<file path="src/rtl/sdram_arb_pkg.sv">
// sdram_arb_pkg: shared FSM state and operation encodings for the SDRAM port arbiter
package sdram_arb_pkg;
  typedef enum logic [1:0] {IDLE, ISSUE, DONE} arb_state_t;
  localparam logic OP_READ  = 1'b0;
  localparam logic OP_WRITE = 1'b1;
endpackage

</file>
<file path="src/rtl/rr_arbiter.sv">
// rr_arbiter: combinational round-robin pick of the first requester at or after a pointer
module rr_arbiter #(
  parameter int NUM_CH = 2,
  localparam int IDX_W = NUM_CH > 1 ? $clog2(NUM_CH) : 1
) (
  input  logic [NUM_CH-1:0] i_req,
  input  logic [IDX_W-1:0]  i_ptr,
  output logic [NUM_CH-1:0] o_grant,
  output logic [IDX_W-1:0]  o_idx,
  output logic              o_valid
);
  logic [IDX_W-1:0] w_c;
  // Scan from the farthest offset down so the nearest requester after the pointer wins
  always_comb begin
    o_idx = '0;
    w_c = '0;
    for (int k = NUM_CH - 1; k >= 0; k--) begin
      w_c = IDX_W'((int'(i_ptr) + k) % NUM_CH);
      if (i_req[w_c]) o_idx = w_c;
    end
    o_valid = |i_req;
    o_grant = o_valid ? NUM_CH'(1) << o_idx : '0;
  end
endmodule

</file>
<file path="src/rtl/sdram_port_arbiter.sv">
// sdram_port_arbiter: round-robin multi-channel front end for one SDRAM slave port (watchdog via SDRAM_ARB_TIMEOUT_EN)
module sdram_port_arbiter
  import sdram_arb_pkg::*;
#(
  parameter int NUM_CH      = 2,
  parameter int ADDR_W      = 16,
  parameter int DATA_W      = 32,
  parameter int TIMEOUT_CYC = 255,
  localparam int BE_W       = DATA_W / 8
) (
  input  logic                     clk_clk,
  input  logic                     reset_reset,
  input  logic [NUM_CH*ADDR_W-1:0] ch_address,
  input  logic [NUM_CH*BE_W-1:0]   ch_byte_enable,
  input  logic [NUM_CH-1:0]        ch_read,
  input  logic [NUM_CH-1:0]        ch_write,
  input  logic [NUM_CH*DATA_W-1:0] ch_write_data,
  output logic [NUM_CH-1:0]        ch_acknowledge,
  output logic [DATA_W-1:0]        ch_read_data,
  output logic [ADDR_W-1:0]        sdram_address,
  output logic [BE_W-1:0]          sdram_byte_enable,
  output logic                     sdram_read,
  output logic                     sdram_write,
  output logic [DATA_W-1:0]        sdram_write_data,
  input  logic                     sdram_acknowledge,
  input  logic [DATA_W-1:0]        sdram_read_data,
  output logic                     timeout_err
);
  localparam int IDX_W = NUM_CH > 1 ? $clog2(NUM_CH) : 1;
  if (NUM_CH < 1 || NUM_CH > 8 || DATA_W % 8 != 0 || ADDR_W < 1 || TIMEOUT_CYC < 1) begin : g_bad_cfg
    $error("sdram_port_arbiter: invalid parameter set");
  end
  arb_state_t          r_state;
  logic [IDX_W-1:0]    r_ptr;
  logic [IDX_W-1:0]    r_idx;
  logic [NUM_CH-1:0]   r_oh;
  logic                r_op;
  logic [ADDR_W-1:0]   r_addr;
  logic [BE_W-1:0]     r_be;
  logic [DATA_W-1:0]   r_wdata;
  logic                r_sd_rd;
  logic                r_sd_wr;
  logic [NUM_CH-1:0]   r_ack;
  logic [DATA_W-1:0]   r_rdata;
  logic [NUM_CH-1:0]   w_req;
  logic [NUM_CH-1:0]   w_grant;
  logic [IDX_W-1:0]    w_idx;
  logic                w_any;
  logic                w_op;
`ifdef SDRAM_ARB_TIMEOUT_EN
  localparam int CNT_W = $clog2(TIMEOUT_CYC + 1) > 8 ? $clog2(TIMEOUT_CYC + 1) : 8;
  logic [CNT_W-1:0]    r_cnt;
  logic                r_terr;
  assign timeout_err = r_terr;
`else
  assign timeout_err = 1'b0;
`endif
  assign w_req = ch_read | ch_write;
  // Write wins when a channel raises read and write together
  assign w_op  = ch_write[w_idx] ? OP_WRITE : OP_READ;
  rr_arbiter #(.NUM_CH(NUM_CH)) u_rr (
    .i_req  (w_req),
    .i_ptr  (r_ptr),
    .o_grant(w_grant),
    .o_idx  (w_idx),
    .o_valid(w_any)
  );
  // Transaction FSM: grant and capture in IDLE, hold the SDRAM op in ISSUE, ack the client in DONE
  always_ff @(posedge clk_clk or posedge reset_reset) begin
    if (reset_reset) begin
      r_state <= IDLE;
      r_ptr   <= '0;
      r_idx   <= '0;
      r_oh    <= '0;
      r_op    <= OP_READ;
      r_addr  <= '0;
      r_be    <= '0;
      r_wdata <= '0;
      r_sd_rd <= 1'b0;
      r_sd_wr <= 1'b0;
      r_ack   <= '0;
      r_rdata <= '0;
`ifdef SDRAM_ARB_TIMEOUT_EN
      r_cnt   <= '0;
      r_terr  <= 1'b0;
`endif
    end else begin
      r_ack <= '0;
`ifdef SDRAM_ARB_TIMEOUT_EN
      r_terr <= 1'b0;
`endif
      case (r_state)
        IDLE: if (w_any) begin
          r_idx   <= w_idx;
          r_oh    <= w_grant;
          r_op    <= w_op;
          r_addr  <= ch_address[w_idx*ADDR_W +: ADDR_W];
          r_be    <= ch_byte_enable[w_idx*BE_W +: BE_W];
          r_wdata <= ch_write_data[w_idx*DATA_W +: DATA_W];
          r_sd_rd <= w_op == OP_READ;
          r_sd_wr <= w_op == OP_WRITE;
`ifdef SDRAM_ARB_TIMEOUT_EN
          r_cnt   <= '0;
`endif
          r_state <= ISSUE;
        end
        ISSUE: if (sdram_acknowledge) begin
          r_sd_rd <= 1'b0;
          r_sd_wr <= 1'b0;
          r_ack   <= r_oh;
          r_rdata <= r_op == OP_WRITE ? '0 : sdram_read_data;
          r_state <= DONE;
        end
`ifdef SDRAM_ARB_TIMEOUT_EN
        else if (r_cnt == CNT_W'(TIMEOUT_CYC - 1)) begin
          r_sd_rd <= 1'b0;
          r_sd_wr <= 1'b0;
          r_ack   <= r_oh;
          r_rdata <= '1;
          r_terr  <= 1'b1;
          r_state <= DONE;
        end else r_cnt <= r_cnt + 1'b1;
`endif
        DONE: begin
          r_ptr   <= r_idx == IDX_W'(NUM_CH - 1) ? '0 : r_idx + 1'b1;
          r_state <= IDLE;
        end
        default: r_state <= IDLE;
      endcase
    end
  end
  assign ch_acknowledge    = r_ack;
  assign ch_read_data      = r_rdata;
  assign sdram_address     = r_addr;
  assign sdram_byte_enable = r_be;
  assign sdram_read        = r_sd_rd;
  assign sdram_write       = r_sd_wr;
  assign sdram_write_data  = r_wdata;
endmodule
</file>
<file path="config.mk">
export PLATFORM = sky130hd
export DESIGN_NAME = sdram_port_arbiter
export DESIGN_NICKNAME = d
export VERILOG_FILES = /design/src/rtl/sdram_arb_pkg.sv /design/src/rtl/rr_arbiter.sv /design/src/rtl/sdram_port_arbiter.sv
export SDC_FILE = /design/constraint.sdc
export NUM_CORES = 1
export LEC_CHECK = 0
export CORE_MARGIN = 3
export CORE_UTILIZATION = 28
export CTS_CLUSTER_SIZE = 20
export DETAILED_ROUTE_END_ITERATION = 6
export GPL_TIMING_DRIVEN = 0
export PLACE_DENSITY = 0.65
export SLEW_MARGIN = 25
export SYNTH_ARGS = -nofsm -noshare
export SYNTH_HDL_FRONTEND = slang
export SYNTH_SLANG_ARGS = --single-unit
export TNS_END_PERCENT = 50
</file>
<file path="constraint.sdc">
create_clock -name clk_clk -period 3.3 [get_ports clk_clk]
set_clock_uncertainty 0.2 [all_clocks]
set_input_delay 0.66 -clock clk_clk [delete_from_list [all_inputs] [get_ports clk_clk]]
set_output_delay 0.66 -clock clk_clk [all_outputs]
set_load 0.03 [all_outputs]
</file>
==> metrics.txt, run 1 <==
IO Count 232; cts bufs inserted 9; worst hold path depth 2; Final Worst Setup Slack about 0.84 ns; crit-path max FO 10; WL per Instance 15.6 um; Worst Path Required approximately 3.4 ns; clock sinks 94; Syn Nets 607; DR DRC count 0; routed vias between 4000 and 5000; Ant. Diodes 0; Core ar. approximately 14000 um^2; # rows 43; via/cell ratio between 4 and 5; Cells after DPL slightly below 900; post-CTS setup buffers 0; Tot GR Track Use 0.172; CP max stage cell a211oi_2; synth top area cells dfrtp_1 (58%), a21oi_1 (13%), nand2_1 (8.0%); sequential area share after synthesis 0.575; Crit Path Class in2reg; pwr dens around 960 nW/um^2; Critical Path Start Type input pin; RSZ-0062 raised after global routing no; initial DRC count 187; Setup WS pre-CTS approximately 0.47 ns; post-synthesis instance total 464; Root Buffer clkbuf_16; post-layout minimum cycle time 2.46 ns; Detail Route Antenna Nets 0; DRT Pass-1 Iters 4; Pins Over Slew Limit 0; H-tree Lvls 3; IO buf count 230; layout net count roughly 850; Async SR Flop Fraction 1.00; synth warn 0; CP most frequent cell nor2_1; RR Endpoint sdram_byte_enable[1]$_DFFE_PP0P_; CP Cell Sequence clkdlybuf4s50_1, nor2_1, a211oi_2, buf_2, nor2_1, a21oi_1; DRT Wirelength 14000 um; fmax 407 MHz; Static Leak a little under 3 nW; fin cells around 900; Die Span Y 127 um; register bit total from synthesis 94; number of global-route vias before repair approximately 4400; Adder-Cell Fraction of Synth Area 0; worst endpoint data arrival time between 2 and 3 ns; Synth Area in Simple Gates 0.193; Cell variety after synth 24; GR Overflow Total 0; top post-synthesis cells by count a21oi_1 (106), dfrtp_1 (94), nand2_1 (87); chip width 127 um; Final Hold Fails 0; worst-case hold path end point ch_read_data[16]$_DFFE_PP0P_; Clock Path Buffers 2; status finished, final reports clean; Setup TNS 0 ns; Clk pin slew, worst setup/hold paths 0.06 ns; Post-DP HPWL between 10000 and 15000 um; Final Wtd Congestion 0.810; post-synth top area cell dfrtp_1; worst-margin pin slew ~0.73 ns; min-delay worst type reg2reg; Hold Path Origin ch_read_data[16]$_DFFE_PP0P_; multiplexer share of the synthesized area 0; setup slack, reg-to-reg 1.36 ns; hold_buf cts 0; xor and xnor area share after synthesis 0; area fraction in compound gates after synthesis 0.190; initial core utilization 0.290; Max-slew headroom 0.510; CTS tree yes; EDFF count, synth 0; average size of a mapped cell 8.82 um^2; top-count cell post-synth a21oi_1; Yosys top cell area share 0.575; largest net degree at the start of global routing 27; Mapped Area 4090 um^2; # setup viols final 0; share of cells above drive strength 1 0.0520; Worst-Skew Late Latency approximately 0.34 ns; die area between 15000 and 20000 um^2; FF-to-FF path depth 4; first-pass GRT wire length 22000 um; Resized Gates After CTS 0; largest family of logic cells by synthesized area simple AND/OR/NAND/NOR gates; Tcrit/Tclk final 0.745; Worst VDD drop ~480 uV; Area Overhead vs Synth 70.1%; initial antenna violation count 0; Max Cap Violations 0; reg2reg start r_state[0]$_DFFE_PP0P_; Crit. End Element flip-flop; Max stage delay on crit path approximately 0.65 ns; Main synth FF type dfrtp_1
## cells in the final DEF (no fill, tap or decap), drive strengths merged
cell type	n
inv	2
nor2	55
o21ai	36
clkbuf	25
a211o	1
nand2	87
clkdlybuf4s50	230
a311oi	1
dfrtp	94
o21bai	1
a21oi	106
nand2b	35
nand3	1
and2	3
conb	1
buf	23
a31o	1
a21o	1
nand3b	1
clkinvlp	1
a211oi	1
clkinv	4
or2	1
a31oi	1
## logic make-up (layout without fill, tap and decap cells)
logic type	after synthesis	count (layout)
AND/OR/NAND/NOR	183	183
other	1	1
AO/OA/AOI/OAI	149	149
flip-flops	94	94
buffers and inverters	37	285
## metal layers
metal  part of all wire  vias to the layer above  track usage  wire length, um
li1                   -                     2016            -                -
met1               0.42                     1986        0.206             5830
met2               0.47                      173        0.280             6520
met3              0.083                       30       0.0531             1160
met4              0.031                        0       0.0833              439
met5                  0                        -            0                0
## report_power, final
part,total [mW],internal (mW),switching [mW]
registers,1.98,1.68,0.295
clock network,0.951,0.525,0.426
logic,3.76,1.53,2.23
## cell type report
cell class	count	area, um^2
plain buffers	34	156
clock buffers	11	243
clock inverters	4	23.8
fillers	1317	7140
inverters	3	15.0
multi-input cells	333	1570
flip-flops and latches	94	2350
well taps	180	225
repair buffers	233	2370
## worst max-delay path by stage
stage                                             endpoint        start  cells past startpoint  slack (ns)
after floorplan                ch_acknowledge[0]$_DFF_PP0_  reset_reset                      1        1.33
after global placement    sdram_write_data[29]$_DFFE_PP0P_  reset_reset                      2        0.27
after detailed placement   sdram_write_data[5]$_DFFE_PP0P_   ch_read[0]                      6        0.47
after CTS                     sdram_address[1]$_DFFE_PP0P_   ch_read[0]                      6        0.84
after global routing      sdram_byte_enable[1]$_DFFE_PP0P_   ch_read[1]                      6        0.63
final                     sdram_byte_enable[1]$_DFFE_PP0P_   ch_read[0]                      6        0.84
## registers in the layout (all words and copies together), names as in the netlist
name               count
r_idx                  1
r_oh                   1
r_state                2
r_ptr                  1
r_op                   1
sdram_write_data      32
sdram_byte_enable      4
sdram_address         16
ch_read_data          32
sdram_write            1
sdram_read             1
ch_acknowledge         2
## per-stage QoR
| stage | utilization | area (um^2) | hold slack (ns) | total power, mW |
|---|---|---|---|---|
| final | 0.493 | 6960 | 0.281 | 6.68 |
| after global routing | 0.493 | 6960 | 0.311 | 7.13 |
| after CTS | 0.493 | 6960 | 0.289 | 6.78 |
| after detailed placement | 0.475 | 6690 | 0.269 | 5.79 |
| after global placement | 0.470 | 6620 | 0.263 | 5.71 |
| after floorplan | - | 4090 | 0.249 | 4.15 |
## worst max-delay path, delay by kind of cell
family,cells,cell delay [ns]
and+or+nand+nor,2,0.17
buffers and inverters,2,0.89
AOI/OAI and AO/OA,2,0.79
Power figures use the tool's default switching activity.
==> inputs of run 2 (changes only) <==
==> constraint.sdc (replaced) <==
create_clock -name clk_clk -period 2.1 [get_ports clk_clk]
set_clock_uncertainty 0.2 [all_clocks]
set_input_delay 0.42 -clock clk_clk [delete_from_list [all_inputs] [get_ports clk_clk]]
set_output_delay 0.42 -clock clk_clk [all_outputs]
set_load 0.03 [all_outputs]
==> run 2 against run 1 <==
  * Power grew 59%
  * Die area did not move
  * Via count grew 0.50%
  * Largest cell class unchanged
  * Highest routed layer unchanged
==> metrics.txt, run 2 (synthesis results as in run 1) <==
Final Wtd Congestion 0.810 (unchanged); final instance area 7010 um^2 (+0.79%); H-tree Lvls 3 (unchanged); crit-path max FO 2 (-8); FF-to-FF path depth 5 (+1); Ant. Diodes 0 (unchanged); Worst Path Required 1.48 ns (-1.88 ns); WP depth 1 (-5); most common cell after layout, fill and taps aside clkdlybuf4s50_1; Tot GR Track Use 0.172 (+0.000371); fin cells 893 (+0.11%); Design Power 10.6 mW (+59%); DRT Pass-1 Iters 4 (unchanged); routed vias 4226 (+0.50%); Final Hold Fails 0 (unchanged); chip width 127 um (unchanged); Critical Path Start Type flip-flop; initial core utilization 0.290 (unchanged); Clk pin slew, worst setup/hold paths 0.07 ns (about the same); pwr dens 1510 nW/um^2 (+57%); CTS tree yes; DRT Wirelength 14000 um (+0.46%); most frequent cells in the layout clkdlybuf4s50_1 (229), a21oi_1 (106), dfrtp_1 (94); die area 16100 um^2 (unchanged); Max-slew headroom 0.646 (+0.136); clock sinks 94 (unchanged); Crit. End Element output pin; WL per Instance 15.7 um (+0.35%); Worst VDD drop 767 uV (+59%); placed inst area 6690 um^2 (unchanged); Max stage delay on crit path 0.70 ns (+0.05 ns); DR DRC count 0 (unchanged); Buf+Inv Stages, Crit Path 1 (-1); RR Endpoint ch_read_data[21]$_DFFE_PP0P_; setup slack, reg-to-reg 0.32 ns (-1.04 ns); # rows 43 (unchanged); cts bufs inserted 9 (unchanged); IO Count 232 (unchanged); Max Cap Violations 0 (unchanged); Root Buffer clkbuf_16; via/cell ratio 4.73 (+0.39%); first-pass GRT wire length 22100 um (+0.19%); Top Family by Delay on Critical Path buffers and inverters; reg2reg start r_state[1]$_DFFE_PP0P_; min-delay worst type in2async; number of global-route vias before repair 4413 (+0.39%); Cells after DPL 877 (unchanged); layout net count 852 (+0.12%); hold slack 0.266 ns (-0.0148 ns); Pins Over Slew Limit 0 (unchanged); Worst-Skew Late Latency 0.34 ns (about the same); Detail Route Antenna Nets 0 (unchanged); Setup crit start sdram_write_data[18]$_DFFE_PP0P_; worst endpoint data arrival time 1.40 ns (-1.12 ns); Core ar. 14100 um^2 (unchanged); GR Overflow Total 0 (unchanged); # setup viols final 0 (unchanged); Worst Setup EP sdram_write_data[18]; fmax 495 MHz; CP Cell Sequence clkdlybuf4s50_1; Tcrit/Tclk final 0.962; worst-margin pin slew 0.529 ns (-0.204 ns); Area Overhead vs Synth 71.4%; Die Span Y 127 um (unchanged); Crit Path Class reg2out; Clock Path Buffers 2 (unchanged); Filler Cells Inserted 1310 (-0.53%); IO buf count 230 (unchanged); largest net degree at the start of global routing 27 (unchanged); post-layout minimum cycle time around 2 ns; Post-DP HPWL 10700 um (unchanged); CP max stage cell clkdlybuf4s50_1; Static Leak 2.97 nW (+1.6%); initial antenna violation count 0 (unchanged); share of cells above drive strength 1 0.0673 (+0.0154); Setup TNS 0 ns (unchanged); Final Worst Setup Slack 0.0791 ns (-0.762 ns); Setup WS pre-CTS -0.486 ns (-0.960 ns); RSZ-0062 raised after global routing no; Final Util 0.497 (+0.00390); initial DRC count 189 (+1.1%); status finished, final reports clean
run 2: cell types whose count changed in the layout (fill, tap and decap cells not counted), sizes merged:
cell / change
clkdlybuf4s50: -1
dlymetal6s2s: +1
clkbuf: +1
run 2: how the worst min path moves through the flow:
stage / start / end / slack (ns) / cells past startpoint
after floorplan: r_idx$_DFFE_PP0P_ / r_ptr$_DFFE_PP0N_ / 0.25 / 1
after global placement: ch_read_data[30]$_DFFE_PP0P_ / ch_read_data[30]$_DFFE_PP0P_ / 0.26 / 2
after detailed placement: ch_read_data[31]$_DFFE_PP0P_ / ch_read_data[31]$_DFFE_PP0P_ / 0.27 / 2
after CTS: reset_reset / sdram_address[13]$_DFFE_PP0P_ / 0.27 / 2
after global routing: reset_reset / sdram_address[13]$_DFFE_PP0P_ / 0.30 / 2
final: reset_reset / sdram_address[13]$_DFFE_PP0P_ / 0.27 / 2
run 2: where the power goes:
group / leakage (nW) / switching (mW) / internal [mW]
Sequential: 1.12 / 0.470 / 2.64
Clock: 0.135 / 0.670 / 0.825
Combinational: 1.72 / 3.52 / 2.47
run 2: cell type report:
type / count / area (um^2) / area share
Inverter: 3 / 15.0 / 0.00214
Clock inverter: 4 / 23.8 / 0.00339
Buffer: 34 / 168 / 0.0239
Sequential cell: 94 / 2350 / 0.336
Tap cell: 180 / 225 / 0.0321
Timing Repair Buffer: 234 / 2390 / 0.341
Multi-Input combinational cell: 333 / 1590 / 0.227
Clock buffer: 11 / 243 / 0.0346
run 2: per-layer routing:
layer  track usage  share of wire  up-vias
met5             0              0        -
met4        0.0839          0.030        0
met3        0.0531          0.085       26
met2         0.281           0.47      184
met1         0.206           0.41     1999
li1              -              -     2017
run 2: repair_timing:
item                                    CTS  global route
buffers inserted                          0             1
hold buffers                              0             0
pin swaps                                 0             2
endpoints found under the hold margin     0             0
resized for setup                         8             6
endpoints found under the setup margin   50            50
==> inputs of run 3 (changes only) <==
--- a/config.mk
+++ b/config.mk
@@ -6,11 +6,12 @@
 export NUM_CORES = 1
 export LEC_CHECK = 0
 export CORE_MARGIN = 3
-export CORE_UTILIZATION = 28
+export CORE_UTILIZATION = 35
 export CTS_CLUSTER_SIZE = 20
 export DETAILED_ROUTE_END_ITERATION = 6
 export GPL_TIMING_DRIVEN = 0
-export PLACE_DENSITY = 0.65
+export PLACE_DENSITY = 0.78
+export SETUP_SLACK_MARGIN = 0.05
 export SLEW_MARGIN = 25
 export SYNTH_ARGS = -nofsm -noshare
 export SYNTH_HDL_FRONTEND = slang
==> run 3 against run 2 <==
  * Final cell count down 4.3%
  * Register-to-register slack got worse by 0.02 ns
  * Sequential share of layout area shrank 0.072 points
  * Critical endpoint is now sdram_address[6]
==> metrics.txt, run 3 (synthesis results as in run 1) <==
Static Leak 3.02 nW (+1.6%); fmax 492 MHz (-0.47%); Tcrit/Tclk final 0.967 (+0.00458); Clk pin slew, worst setup/hold paths 0.06 ns (about the same); # rows 38 (-12%); Worst-Skew Late Latency 0.33 ns (about the same); CTS tree yes; IO buf count 230 (unchanged); most frequent cells in the layout clkdlybuf4s50_1 (226), a21oi_1 (106), dfrtp_1 (94); # setup viols final 0 (unchanged); Final Wtd Congestion 0.842 (+3.9%); Max Cap Violations 0 (unchanged); Pins Over Slew Limit 0 (unchanged); number of global-route vias before repair 4294 (-2.7%); pwr dens 1530 nW/um^2 (+1.5%); Area Overhead vs Synth 71.8%; Die Span Y 114 um (-10%); routed vias 4239 (+0.31%); WP depth 1 (unchanged); status finished, final reports clean; Crit Path Class reg2out; Core ar. 11100 um^2 (-21%); cts bufs inserted 9 (unchanged); largest net degree at the start of global routing 31 (+15%); Sw Share 0.433 (-0.00721); Worst VDD drop 740 uV (-3.6%); Post-DP HPWL 10600 um (-1.5%); initial antenna violation count 1 (+1); via/cell ratio 4.96 (+4.8%); H-tree Lvls 3 (unchanged); Clock Path Buffers 2 (unchanged); clock sinks 94 (unchanged); GR Overflow Total 0 (unchanged); Max stage delay on crit path 0.71 ns (about the same); hold_buf cts 0 (unchanged); Max-slew headroom 0.625 (-0.0214); chip width 114 um (-10%); Critical Path Start Type flip-flop; Cells after DPL 837 (-4.6%); Detail Route Antenna Nets 0 (unchanged); Setup TNS 0 ns (unchanged); Buf+Inv Stages, Crit Path 1 (unchanged); die area 13000 um^2 (-19%); worst hold path depth 2; CP Cell Sequence clkdlybuf4s50_1; Final Hold Fails 0 (unchanged); first-pass GRT wire length 21400 um (-2.9%); worst-margin pin slew 0.561 ns (+0.0320 ns); initial DRC count 267 (+41%); fin cells 855 (-4.3%); Tot GR Track Use 0.206 (+0.0342); worst endpoint data arrival time 1.41 ns (about the same); RSZ-0062 raised after global routing yes; Final Util 0.631 (+0.134); min-delay worst type reg2reg; share of cells above drive strength 1 0.0714 (+0.00411); P_sw 4.67 mW (about the same); Sequential Power Share 0.289 (-0.005); most common cell after layout, fill and taps aside clkdlybuf4s50_1; initial core utilization 0.368 (+0.0775); Power Internal 6.12 mW (+3.0%); Top Family by Delay on Critical Path buffers and inverters; Filler Cells Inserted 944 (-28%); Clock power frac 0.153 (+0.012); FF-to-FF path depth 6 (+1); multi-input combinational cell area 1600 um^2 (+0.31%); Setup WS pre-CTS -0.450 ns (+0.0358 ns); DR DRC count 0 (unchanged); Crit. End Element output pin; layout net count 852 (unchanged); post-layout minimum cycle time 2.03 ns (+0.00962 ns); IO Count 232 (unchanged); WL per Instance 16.0 um (+2.2%); Worst Path Required 1.48 ns (about the same); combinational power share 0.557 (-0.008); Root Buffer clkbuf_16; Register Area 2350 um^2 (unchanged); crit-path max FO 2 (unchanged); CP max stage cell clkdlybuf4s50_1; DRT Pass-1 Iters 5 (+1); Final Worst Setup Slack 0.0694 ns (-0.00962 ns); DRT Wirelength 13700 um (-2.1%)
==> run 3: repair_timing <==
item	4_1_cts	5_1_grt
endpoints found under the setup margin	50	60
pin swaps	0	2
resized for setup	8	20
buffers inserted	0	1
==> run 3: path summary, 6_finish.rpt <==
| path | startpoint | end | slack, ns |
|---|---|---|---|
| max | sdram_address[6]$_DFFE_PP0P_ | sdram_address[6] | 0.07 |
| min | ch_read_data[24]$_DFFE_PP0P_ | ch_read_data[24]$_DFFE_PP0P_ | 0.28 |
| max reg2reg | r_ptr$_DFFE_PP0N_ | sdram_write_data[1]$_DFFE_PP0P_ | 0.30 |
| min reg2reg | ch_read_data[24]$_DFFE_PP0P_ | ch_read_data[24]$_DFFE_PP0P_ | 0.28 |
| max in group asynchronous | reset_reset | sdram_write_data[17]$_DFFE_PP0P_ | 0.73 |
| min in group asynchronous | reset_reset | sdram_address[3]$_DFFE_PP0P_ | 0.29 |
==> run 3: power groups by stage <==
stage | combinational [mW] | sequential (mW) | clock [mW]
2_1_floorplan | 1.92 | 4.60 | 0
3_3_place_gp | 5.82 | 3.08 | 0
3_5_place_dp | 5.94 | 3.14 | 0
4_1_cts | 5.98 | 3.12 | 1.69
5_1_grt | 6.49 | 3.22 | 1.76
6_report | 6.01 | 3.12 | 1.65
==> run 3: final cells by class <==
| type | instances | area share |
|---|---|---|
| timing repair buffer | 234 | 0.342 |
| sequential | 94 | 0.335 |
| multi-input combinational | 333 | 0.227 |
| clock buffer | 12 | 0.0365 |
| buffer | 34 | 0.0260 |
| tap | 140 | 0.0249 |
| clock inverter | 4 | 0.00641 |
| inverter | 3 | 0.00214 |
| antenna | 1 | 0.000356 |
==> run 3: per-stage QoR <==
stage	cell area (um^2)	power, mW	hold WS [ns]
floorplan	4090	6.52	0.249
global placement	6570	8.90	0.264
detailed placement	6640	9.08	0.270
CTS	6960	10.8	0.286
global route	7030	11.5	0.302
finish	7030	10.8	0.280
==> run 3: per-layer routing <==
metal / global-route usage / part of all wire / up-vias
met5: 0 / 0 / -
met4: 0.0871 / 0.026 / 0
met3: 0.0412 / 0.073 / 26
met2: 0.349 / 0.51 / 180
met1: 0.257 / 0.39 / 2014
li1: - / - / 2019
